==> config.mk <==
export PLATFORM = sky130hd
export DESIGN_NAME = muldiv_sequencer
export DESIGN_NICKNAME = d
export VERILOG_FILES = /design/src/rtl/muldiv_sequencer.sv
export SDC_FILE = /design/constraint.sdc
export NUM_CORES = 1
export LEC_CHECK = 0
export CAP_MARGIN = 10
export CORE_MARGIN = 4
export CORE_UTILIZATION = 59
export DETAILED_ROUTE_END_ITERATION = 6
export DONT_BUFFER_PORTS = 1
export PLACE_DENSITY = 0.77
export SLEW_MARGIN = 15
export SYNTH_ARGS = -nofsm -noshare
export SYNTH_HDL_FRONTEND = slang
export SYNTH_SLANG_ARGS = --single-unit
==> constraint.sdc <==
create_clock -name clk -period 7.3 [get_ports clk]
set_input_delay 1.46 -clock clk [delete_from_list [all_inputs] [get_ports clk]]
set_output_delay 1.46 -clock clk [all_outputs]
set_load 0.1 [all_outputs]
==> src/rtl/muldiv_sequencer.sv <==
// Iterative RV32M multiply/divide unit: radix-2 shift-add multiplier and restoring
// divider sharing one XLEN+1-bit adder, with valid/ready on both sides.
module muldiv_sequencer #(
    parameter int XLEN = 32
) (
    input  logic            clk,
    input  logic            reset,
    input  logic            in_valid,
    output logic            in_ready,
    input  logic [2:0]      funct3,
    input  logic [XLEN-1:0] rs1,
    input  logic [XLEN-1:0] rs2,
    input  logic            kill,
    output logic            out_valid,
    input  logic            out_ready,
    output logic [XLEN-1:0] result,
    output logic            busy
);
    localparam int CW = $clog2(XLEN);

    typedef enum logic [2:0] {IDLE, PREP, ITER, FIX, DONE} state_t;
    state_t state, state_nxt;

    logic [2:0]      f3_q;
    logic [XLEN-1:0] a_q, b_q;
    logic [XLEN-1:0] hi, lo, mcand;
    logic            neg_q;
    logic [CW-1:0]   count;

    // operand decode on the latched instruction
    logic            is_div, is_rem, signed1, signed2, sign1, sign2;
    logic [XLEN-1:0] abs1, abs2;
    logic            div_zero, div_ovf, special;
    logic [XLEN-1:0] special_res;

    assign is_div  = f3_q[2];
    assign is_rem  = f3_q[2] & f3_q[1];
    assign signed1 = is_div ? ~f3_q[0] : (f3_q == 3'b001 || f3_q == 3'b010);
    assign signed2 = is_div ? ~f3_q[0] : (f3_q == 3'b001);
    assign sign1   = signed1 & a_q[XLEN-1];
    assign sign2   = signed2 & b_q[XLEN-1];
    assign abs1    = sign1 ? -a_q : a_q;
    assign abs2    = sign2 ? -b_q : b_q;

    assign div_zero = is_div && (b_q == '0);
    assign div_ovf  = is_div && signed1 && (a_q == {1'b1, {(XLEN-1){1'b0}}}) && (b_q == '1);
    assign special  = div_zero | div_ovf;

    always_comb begin
        special_res = '0;
        if (div_zero) special_res = is_rem ? a_q : '1;
        else          special_res = is_rem ? '0  : a_q;
    end

    // Shared adder: multiply adds the multiplicand into the upper half; divide
    // subtracts the divisor from the shifted remainder, carry-out means no borrow.
    logic [XLEN:0]   add_a, add_b;
    logic            add_cin;
    logic [XLEN+1:0] add_sum;
    logic            trial_ok;

    always_comb begin
        if (is_div) begin
            add_a   = {hi, lo[XLEN-1]};
            add_b   = ~{1'b0, mcand};
            add_cin = 1'b1;
        end else begin
            add_a   = {1'b0, hi};
            add_b   = lo[0] ? {1'b0, mcand} : '0;
            add_cin = 1'b0;
        end
    end

    assign add_sum  = {1'b0, add_a} + {1'b0, add_b} + {{(XLEN+1){1'b0}}, add_cin};
    assign trial_ok = add_sum[XLEN+1];

    // sign fix-up and output selection
    logic [2*XLEN-1:0] prod_f;
    logic [XLEN-1:0]   quo_f, rem_f, fix_res;

    assign prod_f = neg_q ? -{hi, lo} : {hi, lo};
    assign quo_f  = neg_q ? -lo : lo;
    assign rem_f  = neg_q ? -hi : hi;

    always_comb begin
        fix_res = '0;
        if (is_div)             fix_res = f3_q[1] ? rem_f : quo_f;
        else if (f3_q == 3'b000) fix_res = prod_f[XLEN-1:0];
        else                    fix_res = prod_f[2*XLEN-1:XLEN];
    end

    always_ff @(posedge clk) begin
        if (reset) state <= IDLE;
        else       state <= state_nxt;
    end

    always_comb begin
        state_nxt = state;
        case (state)
            IDLE: if (in_valid) state_nxt = PREP;
            PREP: state_nxt = special ? DONE : ITER;
            ITER: if (count == '0) state_nxt = FIX;
            FIX:  state_nxt = DONE;
            DONE: if (out_ready) state_nxt = IDLE;
            default: state_nxt = IDLE;
        endcase
        if (kill) state_nxt = IDLE;
    end

    always_ff @(posedge clk) begin
        if (reset) begin
            f3_q   <= '0;
            a_q    <= '0;
            b_q    <= '0;
            hi     <= '0;
            lo     <= '0;
            mcand  <= '0;
            neg_q  <= 1'b0;
            count  <= '0;
            result <= '0;
        end else if (!kill) begin
            case (state)
                IDLE: if (in_valid) begin
                    f3_q <= funct3;
                    a_q  <= rs1;
                    b_q  <= rs2;
                end
                PREP: begin
                    count <= CW'(XLEN-1);
                    hi    <= '0;
                    neg_q <= is_rem ? sign1 : (sign1 ^ sign2);
                    // divide keeps the dividend in lo and the divisor in mcand
                    lo    <= is_div ? abs1 : abs2;
                    mcand <= is_div ? abs2 : abs1;
                    if (special) result <= special_res;
                end
                ITER: begin
                    count <= count - 1'b1;
                    if (is_div) begin
                        hi <= trial_ok ? add_sum[XLEN-1:0] : {hi[XLEN-2:0], lo[XLEN-1]};
                        lo <= {lo[XLEN-2:0], trial_ok};
                    end else begin
                        hi <= add_sum[XLEN:1];
                        lo <= {add_sum[0], lo[XLEN-1:1]};
                    end
                end
                FIX: result <= fix_res;
                default: ;
            endcase
        end
    end

    assign in_ready  = (state == IDLE);
    assign out_valid = (state == DONE);
    assign busy      = (state != IDLE);
endmodule

==> results.json <==
{
  "place_area_um2": 16200,
  "grt_overflow": 0,
  "hold-path-cell-count": 2,
  "startpoint_type": "flip-flop",
  "clk_latency_ns": 0.56,
  "fin_hold_ws_ns": 0.462,
  "hp-class": "flip-flop to flip-flop",
  "run_status": "finished with violations",
  "dieArea_um2": 30300,
  "n_fill_cell": 2470,
  "cts_tree": "done",
  "synth_area_um2": 16300,
  "design_area_um2": 17000,
  "clk_path_buf_depth": 3,
  "setup_viol": 0,
  "leakagePower_nw": 6.08,
  "clock_sinks": 204,
  "drive_above_1_share_pct": 7.24,
  "grt_max_degree": 167,
  "cts_resized": 0,
  "cts_hold_buf": 0,
  "violations": "design-rule violations",
  "die_h_um": 174,
  "syn_area_per_cell_um2": 7.28,
  "ant_nets": 0,
  "ir_drop_uv": 206,
  "finalMaxSlewViolations": 0,
  "crit_start": "f3_q[2]$_SDFFE_PP0P_",
  "fin_crit_ns": 5.51,
  "cp.arrival_ns": 5.91,
  "die_w_um": 174,
  "ys_warn_count": 0,
  "finalHoldViolCount": 0,
  "skew_ns": 0.0165,
  "ys.flop_type": "dfxtp_1",
  "drt-initial-drc-count": 2367,
  "nets": 2192,
  "synth-seq-cells": 204,
  "area_growth_syn_to_layout_pct": 4.46,
  "cts_setup_buffers": 0,
  "rows": 60,
  "synth_edf_count": 0,
  "cts-root-buf": "clkbuf_16",
  "ff2ff_path_depth": 14,
  "fin_crit_sh_pct": 75.4,
  "synthArstFlopShare_pct": 0,
  "syn_nets": 2351,
  "n_antenna_cell": 0,
  "crit_fanout": 100,
  "rsz0062_at_grt": "no",
  "reg2reg_from": "f3_q[2]$_SDFFE_PP0P_",
  "worstSetupPathType": "flip-flop to flip-flop",
  "tns_ns": 0,
  "io_buffers": 0,
  "max_freq_mhz": 182,
  "critPathCaptureType": "flip-flop",
  "grt.total_usage_pct": 37.8,
  "cts.clk_slew.worst_paths_ns": 0.06,
  "firstDrtPassIters": 7,
  "numCtsBuffers": 25,
  "grt_antenna_before_repair": 1,
  "io_pins": 107,
  "slew-limit-headroom_pct": 27.0,
  "wire_per_inst_um": 24.7,
  "drv_cap": 0,
  "grt_pass1_vias": 15400,
  "synth_sequential_area_ratio_pct": 25.1,
  "start_util_pct": 60.3,
  "num_vias": 17200,
  "h-tree-depth": 1,
  "power.density_nw_per_um2": 170,
  "syn_inst": 2238,
  "place_hpwl_um": 44500,
  "post-route-util_pct": 62.9,
  "gp_congestion": 1.06,
  "min_from": "mcand[16]$_SDFFE_PP0P_",
  "grt_pass1_wl_um": 91600,
  "vias_per_cell": 7.04,
  "synth.distinct_cells": 93,
  "required_ns": 7.70,
  "routed_wl_um": 60300,
  "coreArea_um2": 27000,
  "worst_pin_slew_ns": 1.09,
  "drc": 8
}
[layer usage]
layer	track usage [%]	vias to the layer above	wire length, um
met2	56.1	1122	25000
li1	-	7813	-
met4	18.5	0	4090
met5	0	-	0
met3	8.48	231	7190
met1	51.8	8001	24000
[layout make-up]
class / count / area, um2 / area share (%)
clock buffer: 32 / 702 / 4.13
clock inverter: 14 / 159 / 0.934
inverter: 36 / 136 / 0.802
multi-input combinational: 1786 / 11300 / 66.2
sequential: 204 / 4090 / 24.0
tap: 341 / 427 / 2.51
timing repair buffer: 26 / 240 / 1.41
[cell families after synthesis]
kind of cell | Yosys count | share of synthesized area, %
multiplexers | 121 | 7.77
AND/OR/NAND/NOR | 776 | 22.6
AO/OA/AOI/OAI | 702 | 27.5
buffers and inverters | 248 | 6.02
XOR/XNOR | 146 | 7.85
adder cells (fa/ha/maj) | 41 | 3.24
flip-flops | 204 | 25.1
[state kept, by name, summed over array words and instances (netlist names)]
name	cells
hi	32
mcand	32
count	5
result	32
state	3
b_q	32
f3_q	3
lo	32
a_q	32
neg_q	1
[synthesized netlist by cell type (21+ instances only)]
master	number	area share, %
o31ai_1	36	1.7
mux2_2	32	2.2
mux2i_1	87	5.3
nand4_1	23	0.88
a21oi_1	221	6.8
inv_1	35	0.81
or3_1	24	0.92
o211ai_1	32	1.5
a22oi_1	31	1.4
a31oi_1	28	1.1
xor2_1	72	3.9
nand3_1	65	2.0
nor3_1	50	1.5
a211oi_1	21	0.97
dfxtp_1	204	25
clkbuf_1	168	3.9
nor2_1	162	3.7
xnor2_1	74	4.0
ha_1	39	3.0
nand2_1	326	7.5
o21ai_0	163	5.0
nor4_1	24	0.92
[worst paths after layout]
check                           end  slack (ns)
max             hi[15]$_SDFFE_PP0P_        1.79
max reg2reg     hi[15]$_SDFFE_PP0P_        1.79
min          mcand[16]$_SDFFE_PP0P_        0.46
min reg2reg  mcand[16]$_SDFFE_PP0P_        0.46
[cell usage in the layout, fill, tap and decap left out, types with 24 or more instances in the layout]
cell type / netlist / routed
a21oi_1: 221 / 221
a22oi_1: 31 / 31
a31oi_1: 28 / 28
clkbuf_16: 0 / 25
dfxtp_1: 204 / 202
ha_1: 39 / 39
inv_1: 35 / 34
mux2_2: 32 / 32
mux2i_1: 87 / 87
nand2_1: 326 / 326
nand3_1: 65 / 65
nor2_1: 162 / 161
nor3_1: 50 / 48
nor4_1: 24 / 24
o211ai_1: 32 / 32
o21ai_0: 163 / 163
o31ai_1: 36 / 35
or3_1: 24 / 24
xnor2_1: 74 / 74
xor2_1: 72 / 72
[where the power goes]
part | switching, mW | internal, mW | total (mW)
combinational | 0.282 | 0.130 | 0.412
sequential | 0.0535 | 1.14 | 1.19
clock | 0.536 | 0.758 | 1.29
total | 0.872 | 2.03 | 2.90
[critical path, cell delays in order, from the launching register on]
cell and delay [ns]:
dfxtp_4 0.77, clkinv_2 0.54, buf_12 0.36, nand3_1 0.12
o21ai_0 0.09, ha_1 0.45, nand2_1 0.12, nor2_1 0.17
o2111ai_1 0.26, a211o_1 0.39, a311oi_2 0.68, or2_1 0.52
buf_4 0.41, mux2i_1 0.24, o221ai_1 0.13
[through the flow]
step	power, mW	instances	setup slack, ns
2_1_floorplan	1.51	2238	2.88
3_3_place_gp	1.60	2393	2.15
3_5_place_dp	1.61	2393	1.98
4_1_cts	2.88	2439	1.96
5_1_grt	2.98	2439	1.42
6_report	2.90	2439	1.79
Note: power is estimated with default switching activity, not from simulation.
